**src/rtl/sap_pkg.sv**
```systemverilog
// Shared definitions for the SAP control sequencer: opcodes, T-state encoding
// and control-word bit positions used by the sequencer, the datapath and the bench.
package sap_pkg;

  localparam logic [3:0] OP_LDA = 4'b0000;
  localparam logic [3:0] OP_ADD = 4'b0001;
  localparam logic [3:0] OP_SUB = 4'b0010;
  localparam logic [3:0] OP_STA = 4'b0100;
  localparam logic [3:0] OP_LDI = 4'b0101;
  localparam logic [3:0] OP_JMP = 4'b0110;
  localparam logic [3:0] OP_OUT = 4'b1110;
  localparam logic [3:0] OP_HLT = 4'b1111;

  typedef enum logic [2:0] {
    T1 = 3'd1,
    T2 = 3'd2,
    T3 = 3'd3,
    T4 = 3'd4,
    T5 = 3'd5,
    T6 = 3'd6
  } tstate_e;

  localparam int CW_W          = 16;
  localparam int CW_PC_INC     = 0;
  localparam int CW_PC_OE      = 1;
  localparam int CW_PC_LOAD    = 2;
  localparam int CW_MAR_LOAD   = 3;
  localparam int CW_RAM_OE     = 4;
  localparam int CW_RAM_WE     = 5;
  localparam int CW_IR_LOAD    = 6;
  localparam int CW_IR_OE      = 7;
  localparam int CW_A_LOAD     = 8;
  localparam int CW_A_OE       = 9;
  localparam int CW_B_LOAD     = 10;
  localparam int CW_ALU_OE     = 11;
  localparam int CW_ALU_SUB    = 12;
  localparam int CW_OUT_LOAD   = 13;
  localparam int CW_HLT        = 14;
  localparam int CW_INSTR_DONE = 15;

  // Final T-state that does useful work for each opcode; unknown opcodes act as NOP.
  function automatic tstate_e last_state(input logic [3:0] op);
    case (op)
      OP_LDA, OP_STA: return T5;
      OP_ADD, OP_SUB: return T6;
      default:        return T4;
    endcase
  endfunction

endpackage

```
**src/rtl/sap_control_sequencer_if.sv**
```systemverilog
// Control-word bundle between the sequencer (master) and the datapath (slave).
interface sap_control_sequencer_if #(parameter int OPC_W = 4);
  logic             run;
  logic [OPC_W-1:0] opcode;
  logic [2:0]       tstate;
  logic pc_inc, pc_oe, pc_load, mar_load, ram_oe, ram_we, ir_load, ir_oe;
  logic a_load, a_oe, b_load, alu_oe, alu_sub, out_load, hlt, instr_done;

  modport master (
    input  run, opcode,
    output tstate, pc_inc, pc_oe, pc_load, mar_load, ram_oe, ram_we, ir_load, ir_oe,
           a_load, a_oe, b_load, alu_oe, alu_sub, out_load, hlt, instr_done
  );

  modport slave (
    output run, opcode,
    input  tstate, pc_inc, pc_oe, pc_load, mar_load, ram_oe, ram_we, ir_load, ir_oe,
           a_load, a_oe, b_load, alu_oe, alu_sub, out_load, hlt, instr_done
  );
endinterface

```
**src/rtl/sap_ring_counter.sv**
```systemverilog
// T-state register with run hold, early return to T1 and the halt latch.
module sap_ring_counter
  import sap_pkg::*;
(
  input  logic    CLK,
  input  logic    RESET,
  input  logic    run,
  input  logic    end_now,
  input  logic    halt_now,
  output tstate_e tstate,
  output logic    halted
);

  tstate_e state_q, state_n;
  logic    halted_q, halted_n;

  always_ff @(posedge CLK) begin
    if (RESET) begin
      state_q  <= T1;
      halted_q <= 1'b0;
    end else begin
      state_q  <= state_n;
      halted_q <= halted_n;
    end
  end

  // Once halted, the state stays parked at T4 regardless of run.
  always_comb begin
    state_n  = state_q;
    halted_n = halted_q;
    if (!halted_q && run) begin
      if (halt_now) begin
        halted_n = 1'b1;
      end else if (end_now) begin
        state_n = T1;
      end else begin
        case (state_q)
          T1:      state_n = T2;
          T2:      state_n = T3;
          T3:      state_n = T4;
          T4:      state_n = T5;
          T5:      state_n = T6;
          default: state_n = T1;
        endcase
      end
    end
  end

  assign tstate = state_q;
  assign halted = halted_q;

endmodule

```
**src/rtl/sap_control_sequencer.sv**
```systemverilog
// Control sequencer for the 8-bit bus computer: fetch/execute decode of the
// current T-state and IR opcode into the per-cycle control word.
module sap_control_sequencer
  import sap_pkg::*;
#(
  parameter bit EARLY_END = 1'b1,
  parameter int OPC_W     = 4
) (
  input logic CLK,
  input logic RESET,
  sap_control_sequencer_if.master bus
);

  logic [3:0]      op;
  tstate_e         tstate;
  logic            halted;
  logic            end_now;
  logic            halt_now;
  logic [CW_W-1:0] cw;

  assign op       = bus.opcode[OPC_W-1 -: 4];
  assign end_now  = EARLY_END ? (tstate == last_state(op)) : (tstate == T6);
  assign halt_now = (tstate == T4) && (op == OP_HLT);

  sap_ring_counter u_ring (
    .CLK      (CLK),
    .RESET    (RESET),
    .run      (bus.run),
    .end_now  (end_now),
    .halt_now (halt_now),
    .tstate   (tstate),
    .halted   (halted)
  );

  // Controls are live only when running and not halted; hlt itself reflects the latch.
  always_comb begin
    cw = '0;
    if (!RESET && !halted && bus.run) begin
      case (tstate)
        T1: begin cw[CW_PC_OE] = 1'b1; cw[CW_MAR_LOAD] = 1'b1; end
        T2: cw[CW_PC_INC] = 1'b1;
        T3: begin cw[CW_RAM_OE] = 1'b1; cw[CW_IR_LOAD] = 1'b1; end
        default: begin
          case (op)
            OP_LDA, OP_STA, OP_ADD, OP_SUB: begin
              if (tstate == T4) begin
                cw[CW_IR_OE]    = 1'b1;
                cw[CW_MAR_LOAD] = 1'b1;
              end else if (tstate == T5) begin
                if (op == OP_STA) begin
                  cw[CW_A_OE]   = 1'b1;
                  cw[CW_RAM_WE] = 1'b1;
                end else begin
                  cw[CW_RAM_OE] = 1'b1;
                  cw[CW_A_LOAD] = (op == OP_LDA);
                  cw[CW_B_LOAD] = (op != OP_LDA);
                end
              end else if (op == OP_ADD || op == OP_SUB) begin
                cw[CW_ALU_OE] = 1'b1;
                cw[CW_A_LOAD] = 1'b1;
              end
              cw[CW_ALU_SUB] = (op == OP_SUB) && (tstate != T4);
            end
            OP_LDI: if (tstate == T4) begin cw[CW_IR_OE] = 1'b1; cw[CW_A_LOAD]   = 1'b1; end
            OP_JMP: if (tstate == T4) begin cw[CW_IR_OE] = 1'b1; cw[CW_PC_LOAD]  = 1'b1; end
            OP_OUT: if (tstate == T4) begin cw[CW_A_OE]  = 1'b1; cw[CW_OUT_LOAD] = 1'b1; end
            default: ;
          endcase
        end
      endcase
      cw[CW_INSTR_DONE] = end_now && (op != OP_HLT);
    end
    cw[CW_HLT] = halted;
  end

  assign bus.tstate     = tstate;
  assign bus.pc_inc     = cw[CW_PC_INC];
  assign bus.pc_oe      = cw[CW_PC_OE];
  assign bus.pc_load    = cw[CW_PC_LOAD];
  assign bus.mar_load   = cw[CW_MAR_LOAD];
  assign bus.ram_oe     = cw[CW_RAM_OE];
  assign bus.ram_we     = cw[CW_RAM_WE];
  assign bus.ir_load    = cw[CW_IR_LOAD];
  assign bus.ir_oe      = cw[CW_IR_OE];
  assign bus.a_load     = cw[CW_A_LOAD];
  assign bus.a_oe       = cw[CW_A_OE];
  assign bus.b_load     = cw[CW_B_LOAD];
  assign bus.alu_oe     = cw[CW_ALU_OE];
  assign bus.alu_sub    = cw[CW_ALU_SUB];
  assign bus.out_load   = cw[CW_OUT_LOAD];
  assign bus.hlt        = cw[CW_HLT];
  assign bus.instr_done = cw[CW_INSTR_DONE];

endmodule

```
**src/flat_wrapper.sv**
```systemverilog
// flat-port wrapper written by rule: the top's interface ports become plain ports
module sap_control_sequencer_flat import sap_pkg::*;
#(
  parameter bit EARLY_END = 1'b1,
  parameter int OPC_W     = 4
)
  (CLK, RESET, bus_run, bus_opcode, bus_tstate, bus_pc_inc, bus_pc_oe, bus_pc_load, bus_mar_load, bus_ram_oe, bus_ram_we, bus_ir_load, bus_ir_oe, bus_a_load, bus_a_oe, bus_b_load, bus_alu_oe, bus_alu_sub, bus_out_load, bus_hlt, bus_instr_done);
  sap_control_sequencer_if #(.OPC_W(OPC_W)) bus_i ();
  input logic CLK;
  input logic RESET;
  input wire logic [$bits(bus_i.run)-1:0] bus_run;
  input wire logic [$bits(bus_i.opcode)-1:0] bus_opcode;
  output wire logic [$bits(bus_i.tstate)-1:0] bus_tstate;
  output wire logic [$bits(bus_i.pc_inc)-1:0] bus_pc_inc;
  output wire logic [$bits(bus_i.pc_oe)-1:0] bus_pc_oe;
  output wire logic [$bits(bus_i.pc_load)-1:0] bus_pc_load;
  output wire logic [$bits(bus_i.mar_load)-1:0] bus_mar_load;
  output wire logic [$bits(bus_i.ram_oe)-1:0] bus_ram_oe;
  output wire logic [$bits(bus_i.ram_we)-1:0] bus_ram_we;
  output wire logic [$bits(bus_i.ir_load)-1:0] bus_ir_load;
  output wire logic [$bits(bus_i.ir_oe)-1:0] bus_ir_oe;
  output wire logic [$bits(bus_i.a_load)-1:0] bus_a_load;
  output wire logic [$bits(bus_i.a_oe)-1:0] bus_a_oe;
  output wire logic [$bits(bus_i.b_load)-1:0] bus_b_load;
  output wire logic [$bits(bus_i.alu_oe)-1:0] bus_alu_oe;
  output wire logic [$bits(bus_i.alu_sub)-1:0] bus_alu_sub;
  output wire logic [$bits(bus_i.out_load)-1:0] bus_out_load;
  output wire logic [$bits(bus_i.hlt)-1:0] bus_hlt;
  output wire logic [$bits(bus_i.instr_done)-1:0] bus_instr_done;
  assign bus_i.run = bus_run;
  assign bus_i.opcode = bus_opcode;
  assign bus_tstate = bus_i.tstate;
  assign bus_pc_inc = bus_i.pc_inc;
  assign bus_pc_oe = bus_i.pc_oe;
  assign bus_pc_load = bus_i.pc_load;
  assign bus_mar_load = bus_i.mar_load;
  assign bus_ram_oe = bus_i.ram_oe;
  assign bus_ram_we = bus_i.ram_we;
  assign bus_ir_load = bus_i.ir_load;
  assign bus_ir_oe = bus_i.ir_oe;
  assign bus_a_load = bus_i.a_load;
  assign bus_a_oe = bus_i.a_oe;
  assign bus_b_load = bus_i.b_load;
  assign bus_alu_oe = bus_i.alu_oe;
  assign bus_alu_sub = bus_i.alu_sub;
  assign bus_out_load = bus_i.out_load;
  assign bus_hlt = bus_i.hlt;
  assign bus_instr_done = bus_i.instr_done;
  sap_control_sequencer #(.EARLY_END(EARLY_END), .OPC_W(OPC_W)) u_core (.CLK(CLK), .RESET(RESET), .bus(bus_i));
endmodule
```
**config.mk**
```make
export PLATFORM = sky130hd
export DESIGN_NAME = sap_control_sequencer_flat
export DESIGN_NICKNAME = d
export VERILOG_FILES = /design/src/rtl/sap_pkg.sv /design/src/rtl/sap_control_sequencer_if.sv /design/src/rtl/sap_ring_counter.sv /design/src/rtl/sap_control_sequencer.sv /design/src/flat_wrapper.sv
export SDC_FILE = /design/constraint.sdc
export NUM_CORES = 1
export LEC_CHECK = 0
export CAP_MARGIN = 10
export CORE_MARGIN = 10
export CORE_UTILIZATION = 30
export CTS_CLUSTER_SIZE = 28
export DETAILED_ROUTE_END_ITERATION = 7
export PLACE_DENSITY = 0.67
export SKIP_CTS_REPAIR_TIMING = 1
export SLEW_MARGIN = 20
export SYNTH_ARGS = -nofsm -noshare
export SYNTH_HDL_FRONTEND = slang
export SYNTH_SLANG_ARGS = --single-unit
```
**constraint.sdc**
```tcl
create_clock -name CLK -period 4.3 [get_ports CLK]
set_clock_uncertainty 0.2 [all_clocks]
set_input_delay 1.075 -clock CLK [delete_from_list [all_inputs] [get_ports CLK]]
set_output_delay 1.075 -clock CLK [all_outputs]
set_load 0.01 [all_outputs]
```
# Yosys cells after proc, flatten, opt, wreduce, memory -nomap -nowiden
# Index checks and enable logic that the tools add are counted.
[word_totals]
register_bits = 4
latch_bits = 0
ramBits = 0
mem_bits_ro = 0
inputBits = 7
out_inout_bits = 19
n_memories = 0
[classes]
add_sub_neg = 0
multipliers = 0
div_mod_pow = 0
magnitude_cmp = 0
n_eq_ne = 15
n_shift = 0
muxes = 33
bitwise = 1
reduce_logical = 20
[op_table]
columns = ["op", "n"]
rows = [
  ["1-bit two-way mux", 16],
  ["3-bit one-hot mux with 5 select lines", 1],
  ["14-bit two-way mux", 1],
  ["4-bit by 3-bit equality test with 1-bit output, second input constant", 3],
  ["1-bit one-hot mux with 2 select lines", 5],
  ["3-bit two-way mux", 3],
  ["4-bit equality test, second input constant", 2],
  ["2-bit two-way mux", 4],
  ["2-bit OR reduction", 4],
  ["7-bit two-way mux", 1],
  ["3-bit by 2-bit equality test with 1-bit output, second input constant", 2],
  ["3-bit equality test, second input constant", 2],
  ["1-bit logical AND", 6],
  ["5-bit OR reduction", 1],
  ["4-bit by 1-bit equality test with 1-bit output, second input constant", 1],
  ["4-bit by 2-bit equality test with 1-bit output, second input constant", 1],
  ["4-bit zero test", 1],
  ["4-bit two-way mux", 1],
  ["4-bit inequality test, second input constant", 1],
  ["2-bit one-hot mux with 2 select lines", 1],
  ["2-bit AND reduction", 2],
  ["4-bit nonzero test", 1],
  ["4-bit OR reduction", 1],
  ["3-bit by 1-bit equality test with 1-bit output, second input constant", 1],
  ["6 further kinds", 7],
]

# Logic depth before layout (Yosys ltp)
# Gate-level depths: netlist (run 1).
[logic_depth]
depth_word = 8
ltp_mapped = 5
depth_no_buf = 4

# Modules after synthesis
# From an unflattened synthesis (run 1), not the netlist that was laid out.
[hier_totals]
hier_cells = 82
area_unflattened_um2 = 566.8
[by_module_without_submodules]
columns = ["mod", "instances", "cells_each", "area_per_inst_um2"]
rows = [
  ["sap_control_sequencer", 1, 62, 377.9],
  ["sap_ring_counter", 1, 20, 188.9],
]

# Least setup slack after synthesis (run 1)
# OpenSTA, ideal clock, no wires.
[synth_path]
path_type = "input port to output port"
startpoint = "input port bus_opcode[1]"
endpoint = "output port bus_mar_load"
t_arrival_ns = 2.264
required_time_ns = 3.025
path_slack_ns = 0.761
cell_stages = 4
path_buffers = 1
path_cell_list = "buf_6 maj3_2 or4b_4 a211oi_2"
[synth_between]
elab_chain_cells = 5
[synth_lines]
columns = ["item", "line", "text"]
rows = [
  ["start: declaration", "flat_wrapper.sv:12", "input wire logic [$bits(bus_i.opcode)-1:0] bus_opcode;"],
  ["4-bit by 2-bit equality test with 1-bit output (tied with other cells)", "sap_control_sequencer.sv:44", "case (op)"],
  ["4-bit OR reduction (*)", "sap_control_sequencer.sv:44", ""],
  ["3-bit two-way mux (*)", "sap_control_sequencer.sv:44", ""],
  ["1-bit one-hot mux with 2 select lines (*)", "sap_control_sequencer.sv:39", "case (tstate)"],
  ["14-bit two-way mux (*)", "sap_control_sequencer.sv:38", "if (!RESET && !halted && bus.run) begin"],
  ["end: declaration", "flat_wrapper.sv:17", "output wire logic [$bits(bus_i.mar_load)-1:0] bus_mar_load;"],
]
# Mark *: on every way between the ends. The rest lies on a longest branch, timed or not.

# Final worst setup path (run 1)
[layout_path]
startpoint = "input port bus_run"
endpoint = "output port bus_pc_oe"
[layout_between]
elab_chain_cells = 2
[layout_lines]
columns = ["item", "line", "text"]
rows = [
  ["start: declaration", "flat_wrapper.sv:11", "input wire logic [$bits(bus_i.run)-1:0] bus_run;"],
  ["1-bit logical AND", "sap_control_sequencer.sv:38", ""],
  ["14-bit two-way mux", "sap_control_sequencer.sv:38", ""],
  ["end: declaration", "flat_wrapper.sv:15", "output wire logic [$bits(bus_i.pc_oe)-1:0] bus_pc_oe;"],
]
# No other way between the ends.

==> impl_metrics.env, run 1 <==
export IMPL_outcome="complete, no violations"
export IMPL_cp_max_fo=10
export IMPL_avgSynthCellArea_um2=6.78
export IMPL_synth_top_cell_area_share_pct=13.4
export IMPL_synth_edff_count=0
export IMPL_final_layout_size_suffix_gt1_share_pct=17.9
export IMPL_final_setup_viol_count=0
export IMPL_final_nets=126
export IMPL_port_buffers=25
export IMPL_numCtsBuffers=3
export IMPL_hold_path_class="reg -> reg"
export IMPL_path_class="in -> out"
export IMPL_drcViolationCount=0
export IMPL_max_slew_margin_pct=60.2
export IMPL_worst_path_most_repeated_cell="clkdlybuf4s50_1"
export IMPL_vias=753
export IMPL_die_area_mm2=0.00417
export IMPL_fin_util_pct=48.2
export IMPL_clkPwrFrac_pct=25.5
export IMPL_r2r_end="u_core.u_ring.tstate[0]"
export IMPL_p_sw_uw=65.3
export IMPL_finalWirelength_um=1930
export IMPL_die_h_um=64.6
export IMPL_whs_path_depth=2
export IMPL_reg2reg_slack_ps=2690
export IMPL_grt_pass1_vias=699
export IMPL_irDropWorstVdd_mv=0.172
export IMPL_max_stage_delay_ps=580
export IMPL_power_leakage_nw=0.351
export IMPL_rr_worst_depth=4
export IMPL_clkTransAtPathRegs_ps=40
export IMPL_fmax_mhz=239
export IMPL_finalCritPeriodShare_pct=97.4
export IMPL_seq_area_frac_synth_pct=13.4
export IMPL_antenna_cells=0
export IMPL_via_per_inst=5.23
export IMPL_start_util_pct=31.1
export IMPL_coreArea_mm2=0.00192
export IMPL_rows=16
export IMPL_synth_cells=88
export IMPL_grt_max_degree=19
export IMPL_powerDensity_mw_per_mm2=192
export IMPL_p_seq_share_pct=29.2
export IMPL_p_total_uw=178
export IMPL_startpoint_type="input port"
export IMPL_synth_seq_cells=4
export IMPL_drv_slew=0
export IMPL_hold_slack_ps=296
export IMPL_synth_warnings=0
export IMPL_ant_nets=0
export IMPL_htreeDepth=1
export IMPL_sw_frac_of_total_pct=36.7
export IMPL_synth_top_area_cell="dfxtp_1"
export IMPL_rsz0062_at_grt="false"
export IMPL_tritoncts="built"
export IMPL_crit_path_end_kind="primary output"
export IMPL_finalCriticalPeriod_ps=4190
export IMPL_holdPathEnd="u_core.u_ring.halted"
export IMPL_max_cap_violations=0
export IMPL_yosys_top_cells_count="nor2_1 (10), nor3_1 (10), a21oi_1 (7), nand2_1 (7), nor4_1 (5)"
export IMPL_area_growth_pct=55.3
export IMPL_timing_rr_start="u_core.u_ring.tstate[2]"
export IMPL_antenna_found_initial=0
export IMPL_synthTopCellsByArea="dfxtp_1 (13%), nor3_1 (8.4%), buf_6 (7.5%), nor2_1 (6.3%), a21oi_1 (5.9%)"
export IMPL_clockBufferDepth=2
export IMPL_worstPathRequired_ps=3020
export IMPL_intPower_uw=113
export IMPL_grt_first_pass_wirelength_um=3130
export IMPL_synthArstFlopShare_pct=0
export IMPL_synth_area_um2=597
export IMPL_cts_sinks=4
export IMPL_cts_root_buf="clkbuf_4"
export IMPL_initialDrtViolationCount=29
export IMPL_slowest_stage="clkdlybuf4s50_1"
export IMPL_grt_usage_pct=8.88
export IMPL_p_comb_share_pct=45.3
export IMPL_place_congestion=0.830
export IMPL_min_delay_start="u_core.u_ring.halted"
export IMPL_routedWlPerCell_um=13.4
export IMPL_die_w_um=64.6
export IMPL_synth_nets=95
export IMPL_ys_flop_type="dfxtp_1"
export IMPL_io_pins=26
export IMPL_crit_chain="clkdlybuf4s50_1, nand2b_1, or2_2, buf_4, nor3_1, clkdlybuf4s50_1"
export IMPL_tightest_slew_ps=597
export IMPL_cp_arrival_ps=2910
export IMPL_clk_latency_ps=230
export IMPL_hold_viol_final=0
export IMPL_drt_pass1_iter_count=5
export IMPL_synth_cell_types=32
export IMPL_overflow=0
export IMPL_dp_hpwl_um=1470
layout make-up:
class                   instances  area (µm²)
clock buffers                   3        22.5
well taps                      27        33.8
flip-flops and latches          4        80.1
inverters                       1        3.75
multi-input cells              74         454
fillers                       211         995
repair buffers                 35         333
stage by stage:
| step | std cells | setup WS, ps | area [µm²] | TNS [ps] |
|---|---|---|---|---|
| floorplan | 88 | 761 | 597 | 0 |
| global placement | 141 | -112 | 891 | -134 |
| detailed placement | 141 | -123 | 891 | -163 |
| CTS | 144 | -141 | 913 | -186 |
| global route | 144 | 4.32 | 927 | 0 |
| finish | 144 | 110 | 927 | 0 |
worst max path at each step:
stage / start / endpoint / cells after the start
floorplan: bus_opcode[1] / bus_mar_load / 4
global placement: bus_opcode[2] / bus_mar_load / 5
detailed placement: bus_opcode[2] / bus_mar_load / 5
CTS: bus_opcode[0] / bus_mar_load / 5
global route: bus_opcode[0] / bus_instr_done / 7
finish: bus_run / bus_pc_oe / 6
cell families after synthesis:
kind of cell	share of synthesized area, %
AND/OR/NAND/NOR	49.9
flip-flops	13.4
XOR/XNOR	5.87
adder cells (fa/ha/maj)	1.89
buffers and inverters	11.5
AO/OA/AOI/OAI	17.4
worst max-delay path, delay by kind of cell:
kind / cells / cell delay [ps]
buf+inv: 3 / 1240
simple gates: 3 / 610
power groups by stage:
stage | Clock, mW | Combinational [mW] | Sequential, mW
after floorplan | 0 | 0.0536 | 0.0479
after global routing | 0.0517 | 0.0882 | 0.0529
after CTS | 0.0473 | 0.0806 | 0.0521
after global placement | 0 | 0.0791 | 0.0521
after detailed placement | 0 | 0.0800 | 0.0526
final | 0.0454 | 0.0807 | 0.0520
per-layer routing:
metal / GRT usage, % / vias to the layer above / share of wire [%] / wire length (µm)
li1: - / 385 / - / -
met1: 10.0 / 342 / 45 / 876
met2: 14.5 / 26 / 46 / 878
met3: 4.81 / 0 / 8.9 / 171
met4: 1.60 / 0 / 0 / 0
met5: 0 / - / 0 / 0
cell usage in the layout, fill, tap and decap left out, types with 3 or more instances in the layout:
cell             synthesis  final
a21oi_1                  7      7
buf_4                    0     10
clkbuf_4                 0      3
clkdlybuf4s50_1          0     22
dfxtp_1                  4      4
dlymetal6s2s_1           0      3
nand2_1                  7      7
nand2b_1                 4      4
nand3_1                  3      3
nor2_1                  10     10
nor3_1                  10     10
nor4_1                   5      5
xnor2_1                  3      3
sequential cells by signal, indices dropped and copies added (netlist names):
name	flops
u_core.u_ring.halted	1
u_core.u_ring.tstate	3
Power figures use the tool's default switching activity.
==> run 2: changes to the inputs <==
CTS_CLUSTER_DIAMETER = 50   (was unset)
==> results of run 2 <==
The final DEF is identical to that of run 1; final timing and power are the same.
